$ cat config.mk
export PLATFORM = sky130hd
export DESIGN_NAME = axis_adder_nch_pipe
export DESIGN_NICKNAME = d
export VERILOG_FILES = /design/src/rtl/axis_adder_pkg.sv /design/src/rtl/axis_skid_buf.sv /design/src/rtl/axis_adder_nch_pipe.sv
export SDC_FILE = /design/constraint.sdc
export NUM_CORES = 1
export LEC_CHECK = 0
export BUFFER_PORTS_ARGS = -buffer_cell sky130_fd_sc_hd__buf_2
export CORE_MARGIN = 2
export CORE_UTILIZATION = 59
export DETAILED_ROUTE_END_ITERATION = 16
export GPL_TIMING_DRIVEN = 0
export PLACE_DENSITY = 0.87
export SKIP_LAST_GASP = 1
export SLEW_MARGIN = 20
export SYNTH_ARGS = -nofsm -noshare
export SYNTH_HDL_FRONTEND = slang
export SYNTH_HIERARCHICAL = 1
export SYNTH_SLANG_ARGS = --single-unit
$ cat constraint.sdc
create_clock -name aclk -period 3 [get_ports aclk]
set_input_delay 0.3 -clock aclk [delete_from_list [all_inputs] [get_ports aclk]]
set_output_delay 0.3 -clock aclk [all_outputs]
set_load 0.03 [all_outputs]
$ cat src/rtl/axis_adder_pkg.sv
// Shared types and arithmetic helpers for the N-channel AXI4-Stream adder.
package axis_adder_pkg;

  typedef enum logic [1:0] {
    MODE_WRAP = 2'd0,
    MODE_SAT  = 2'd1,
    MODE_GROW = 2'd2
  } adder_mode_e;

  function automatic int f_out_width(adder_mode_e mode, int nch, int w);
    return (mode == MODE_GROW) ? w + $clog2(nch) : w;
  endfunction

  // Clamp a wide two's-complement sum into the signed range of a w-bit word.
  function automatic logic signed [63:0] f_sat_signed(logic signed [63:0] sum, int w);
    logic signed [63:0] hi;
    logic signed [63:0] lo;
    hi = (64'sd1 <<< (w - 1)) - 64'sd1;
    lo = -(64'sd1 <<< (w - 1));
    if (sum > hi) return hi;
    if (sum < lo) return lo;
    return sum;
  endfunction

endpackage

$ cat src/rtl/axis_skid_buf.sv
// Two-entry skid buffer: main register drives the output, skid catches one beat on stall.
module axis_skid_buf #(
  parameter int WIDTH = 8
) (
  input  logic             clk,
  input  logic             rst_n,
  input  logic [WIDTH-1:0] up_data,
  input  logic             up_valid,
  output logic             up_ready,
  output logic [WIDTH-1:0] dn_data,
  output logic             dn_valid,
  input  logic             dn_ready
);

  logic [WIDTH-1:0] main_p2;
  logic [WIDTH-1:0] skid_p2;
  logic             vld_p2;
  logic             skid_empty;
  logic             up_fire;

  assign up_ready = skid_empty;
  assign up_fire  = up_valid && skid_empty;
  assign dn_data  = main_p2;
  assign dn_valid = vld_p2;

  // Stage S2: main/skid registers; up_ready comes straight from a flop
  always_ff @(posedge clk or negedge rst_n) begin
    if (!rst_n) begin
      main_p2    <= '0;
      skid_p2    <= '0;
      vld_p2     <= 1'b0;
      skid_empty <= 1'b1;
    end else if (!vld_p2 || dn_ready) begin
      if (!skid_empty) begin
        main_p2    <= skid_p2;
        vld_p2     <= 1'b1;
        skid_empty <= 1'b1;
      end else begin
        vld_p2 <= up_fire;
        if (up_fire) main_p2 <= up_data;
      end
    end else if (up_fire) begin
      skid_p2    <= up_data;
      skid_empty <= 1'b0;
    end
  end

endmodule

$ cat src/rtl/axis_adder_nch_pipe.sv
// N-channel AXI4-Stream adder: joins all inputs beat-by-beat, sums, registers and skid-buffers the result.
module axis_adder_nch_pipe
  import axis_adder_pkg::*;
#(
  parameter int          PAR_NCH        = 4,
  parameter int          PAR_WDATA_BYTE = 2,
  parameter adder_mode_e PAR_MODE       = MODE_WRAP,
  localparam int         W              = 8 * PAR_WDATA_BYTE,
  localparam int         WO             = f_out_width(PAR_MODE, PAR_NCH, W)
) (
  input  logic                        aclk,
  input  logic                        aresetn,
  input  logic [PAR_NCH-1:0][W-1:0]   s_axis_tdata,
  input  logic [PAR_NCH-1:0]          s_axis_tvalid,
  input  logic [PAR_NCH-1:0]          s_axis_tlast,
  output logic [PAR_NCH-1:0]          s_axis_tready,
  output logic [WO-1:0]               m_axis_tdata,
  output logic                        m_axis_tvalid,
  output logic                        m_axis_tlast,
  input  logic                        m_axis_tready,
  output logic                        err_tlast
);

  localparam int WS = W + $clog2(PAR_NCH);

  logic                 all_valid;
  logic                 s1_ready;
  logic                 skid_in_ready;
  logic                 accept;
  logic                 last_or;
  logic                 last_mix;
  logic signed [WS-1:0] ext_p0;
  logic signed [WS-1:0] sum_p0;
  logic signed [63:0]   sat_p0;
  logic [WO-1:0]        red_p0;
  logic [WO-1:0]        sum_p1;
  logic                 last_p1;
  logic                 vld_p1;
  logic [WO:0]          dn_data;
  logic                 unused_bits;

  assign all_valid     = &s_axis_tvalid;
  assign s1_ready      = !vld_p1 || skid_in_ready;
  assign accept        = aresetn && all_valid && s1_ready;
  assign s_axis_tready = {PAR_NCH{accept}};
  assign last_or       = |s_axis_tlast;
  assign last_mix      = last_or && !(&s_axis_tlast);

  // Stage P0: adder tree at full growth width, then mode-dependent reduction
  always_comb begin
    sum_p0 = '0;
    ext_p0 = '0;
    for (int i = 0; i < PAR_NCH; i++) begin
      if (PAR_MODE == MODE_SAT)
        ext_p0 = {{(WS-W){s_axis_tdata[i][W-1]}}, s_axis_tdata[i]};
      else
        ext_p0 = {{(WS-W){1'b0}}, s_axis_tdata[i]};
      sum_p0 = sum_p0 + ext_p0;
    end
    sat_p0 = f_sat_signed({{(64-WS){sum_p0[WS-1]}}, sum_p0}, W);
    if (PAR_MODE == MODE_SAT) red_p0 = sat_p0[WO-1:0];
    else                      red_p0 = sum_p0[WO-1:0];
  end

  // Bits above the chosen output width are intentionally discarded.
  assign unused_bits = ^{sat_p0, sum_p0, ext_p0};

  // Stage P1: sum register, advances whenever the skid buffer can take its content
  always_ff @(posedge aclk or negedge aresetn) begin
    if (!aresetn) begin
      vld_p1    <= 1'b0;
      sum_p1    <= '0;
      last_p1   <= 1'b0;
      err_tlast <= 1'b0;
    end else begin
      if (s1_ready) begin
        vld_p1 <= all_valid;
        if (all_valid) begin
          sum_p1  <= red_p0;
          last_p1 <= last_or;
        end
      end
      if (accept && last_mix) err_tlast <= 1'b1;
    end
  end

  // Stage P2: output skid buffer decouples tready from m_axis_tready
  axis_skid_buf #(
    .WIDTH(WO + 1)
  ) u_skid (
    .clk      (aclk),
    .rst_n    (aresetn),
    .up_data  ({sum_p1, last_p1}),
    .up_valid (vld_p1),
    .up_ready (skid_in_ready),
    .dn_data  (dn_data),
    .dn_valid (m_axis_tvalid),
    .dn_ready (m_axis_tready)
  );

  assign m_axis_tdata = dn_data[WO:1];
  assign m_axis_tlast = dn_data[0];

endmodule
==> results.tsv <==
stage	metric	value	unit
route	DRT antenna net count	0	
yosys	Seq/Total Area, Yosys	33.11	%
pwr	Clock power frac	13.2	%
pwr	NetSw	1298	uW
yosys	post-synth cell types	60	
timing	hold slack	-0.004472	ns
floorplanning	FP Rows	30	
outcome	status	finished, violations left	
timing	fin crit period	2.894	ns
yosys	number of synthesized flops with an enable pin	0	
floorplanning	Die Span X	87.97	microns
critical_path	Crit path buffers/inverters	1	
critical_path	CP arrival	3.07	ns
pwr	pwr/cell area	653.2	nW/um^2
critical_path	critical-path maximum fanout	3	
timing	Slew @ Worst Pin	0.6700	ns
placement	Area after DPL	4768	sq um
pwr	internal power	1881	uW
timing	RSZ-0062 raised after global routing	yes	
yosys	post-synthesis area per instance	10.78	sq um
critical_path	endpoint type of the worst setup path	flop	
route	vias	2998	
route	drt wl/cell	13.28	microns
placement	routability cong.	0.8392	
critical_path	crit path max-delay cell type	fa_1	
flow_run	Max-cap violations	0	
critical_path	Top cell by count, worst path	fa_1	
placement	port buffer count	97	
timing	final number of hold-violating endpoints	2	
floorplanning	IO Count	98	
critical_path	critical path cell sequence	buf_2, fa_1, fa_1, ha_1, fa_1, a211oi_2, o21ai_2, a211oi_2, xor2_1, o21ai_0	
clock_tree	cts bufs inserted	5	
floorplanning	CORE AREA	6794	sq um
layout	ant diodes	0	
layout	Nets	610	
timing	crit share post-route	96.46	%
clock_tree	Clock Pin Slew Worst Setup and Hold Paths	0.11	ns
route	total wire length	7798	microns
route	# DRC	0	
outcome	violated checks	negative hold slack	
critical_path	crit-path leading delay family	adder cells	
route	vias per inst	5.107	
pwr	Gate power share	50.9	%
yosys	Post-synth top flop	dfrtp_1	
yosys	Post-synth top cells	inv_1 (81), dfrtp_1 (54), fa_1 (30)	
critical_path	Critical Path Start Type	input pin	
clock_tree	Clock Sinks	55	
clock_tree	TritonCTS clock tree	built	
placement	Post-DP HPWL	6114	microns
layout	post-route cell area	4867	sq um
global_routing	largest net degree at the start of global routing	57	
clock_tree	clock root buffer	clkbuf_8	
yosys	largest area contributor in the netlist	dfrtp_1	
critical_path	Crit path depth	10	
floorplanning	die footprint	7739	sq um
critical_path	reg2reg start	u_skid/up_ready	
route	DRT Pass-1 Iters	4	
critical_path	Worst setup startpoint	s_axis_tdata[1]	
floorplanning	Starting Density	61.23	%
pwr	sequential share of power	35.9	%
floorplanning	Die Ht	87.97	microns
global_routing	Total Routing Usage GR	22.24	%
global_routing	vias in the first global route	3133	
yosys	most common cell in the netlist	inv_1	
route	starting DRC count in detailed routing	93	
pwr	Sw Ratio	40.84	%
critical_path	R2R Path End	sum_p1[12]	
critical_path	R2R cell count	5	
timing	Final setup viols	0	
yosys	synth top area cells	dfrtp_1 (32%), fa_1 (14%), mux2_4 (10%)	
yosys	Syn Nets	506	
yosys	area fraction of the dominant cell type after synthesis	32.48	%
layout	P&R area growth vs syn	16.99	%
yosys	Post-Syn Area	4160	sq um
layout	share of layout cells above drive strength 1	37.27	%
critical_path	Worst R2R Setup Slack	1.08	ns
pwr	leak pwr	0.002672	uW
yosys	FF+latch count, synth	55	
yosys	ys async rst share	100.0	%
yosys	Cells after Synth	386	
timing	Relative slew margins	55.34	%
global_routing	first-pass GRT wire length	13480	microns
timing	Setup Skew	0.01176	ns
critical_path	crit path capture	sum_p1[11]	
critical_path	Crit Path Category	in -> reg	
clock_tree	H-tree lvl count	2	
yosys	Ys Warns	6	
global_routing	gr ovfl total	0	
pwr	total power	3179	uW
pwr	peak supply drop	0.2591	mV
clock_tree	Max Root-Sink Buffers	2	
worst_hold_path	Hold Crit Class	in -> async	
clock_tree	Clk Latency, worst-skew pair	0.32	ns
timing	Peak Freq	345.6	MHz
critical_path	Worst EP required	3.18	ns
timing	max-slew violation count	0	
global_routing	antenna violations before repair	0	
critical_path	slowest cell delay on critical path	0.56	ns
-- sequential cells by signal (all words and copies together), names as in the netlist --
register	cells
err_tlast	1
last_p1	1
sum_p1	16
u_skid/dn_data	17
u_skid/dn_valid	1
u_skid/skid_p2	17
u_skid/up_ready	1
vld_p1	1
-- placed cells by master, fill, tap and decap left out, types with 15 or more instances in the layout --
cell / instances
inv_1: 81
fa_1: 30
nand2_1: 22
buf_2: 98
mux2_4: 28
mux2_2: 22
nor2_1: 15
dfrtp_1: 54
ha_1: 15
-- worst min path at each step --
stage / startpoint / endpoint / slack, ns / cells past startpoint
6_report: aresetn / u_skid/dn_data[5] / -0.004 / 1
5_1_grt: aresetn / u_skid/dn_data[5] / 0.05 / 1
4_1_cts: aresetn / u_skid/dn_data[5] / 0.03 / 1
3_5_place_dp: aresetn / u_skid/dn_data[5] / 0.38 / 1
3_3_place_gp: err_tlast / err_tlast / 0.44 / 1
2_1_floorplan: aresetn / err_tlast / 0.004 / 0
-- cell type report --
cell class | count | area [sq um]
buffer | 14 | 113.9
sequential | 55 | 1378
tap | 96 | 120.1
multi-input combinational | 235 | 2366
clock inverter | 3 | 25.02
fill | 473 | 1927
clock buffer | 5 | 68.82
timing repair buffer | 97 | 488.0
inverter | 82 | 307.8
-- kinds of logic (layout without fill, tap and decap cells) --
group / after synthesis / after routing / synth area share, %
adders and majority gates: 45 / 45 / 18.95
DFF: 55 / 55 / 33.11
AOI/OAI and AO/OA: 58 / 58 / 10.08
muxes: 53 / 53 / 16.81
buffers and inverters: 96 / 201 / 10.13
xor gates and xnor gates: 11 / 11 / 2.316
and+or+nand+nor: 68 / 68 / 8.602
-- power groups by stage --
stage,combinational [uW],sequential (uW),clock [uW]
4_1_cts,1620,1140,427
6_report,1620,1140,420
2_1_floorplan,1020,1330,0
3_3_place_gp,1570,1130,0
5_1_grt,1810,1170,459
3_5_place_dp,1620,1150,0
-- stage by stage --
| stage | TNS [ns] | util [%] | setup WS [ns] | instances |
|---|---|---|---|---|
| 2_1_floorplan | 0 | - | 0.05267 | 386 |
| 5_1_grt | -0.03398 | 71.64 | -0.03398 | 587 |
| 4_1_cts | 0 | 71.57 | 0.03089 | 587 |
| 6_report | 0 | 71.64 | 0.1061 | 587 |
| 3_3_place_gp | -1.005 | 70.15 | -0.2715 | 579 |
| 3_5_place_dp | -1.246 | 70.18 | -0.3115 | 579 |
-- metal layers --
metal / up-vias / part of all wire [%] / track usage (%)
met5: - / 0 / 0
met4: 0 / 1.6 / 8.531
met3: 10 / 4.1 / 3.582
met2: 88 / 50 / 39.94
met1: 1430 / 45 / 26.74
li1: 1470 / - / -
-- repair_timing --
| action | CTS | global route |
|---|---|---|
| buffers inserted | 0 | 0 |
| hold buffers | 0 | 0 |
| resized for setup | 0 | 1 |
| setup endpoints to repair | 0 | 4 |
Note: power is estimated with default switching activity, not from simulation.
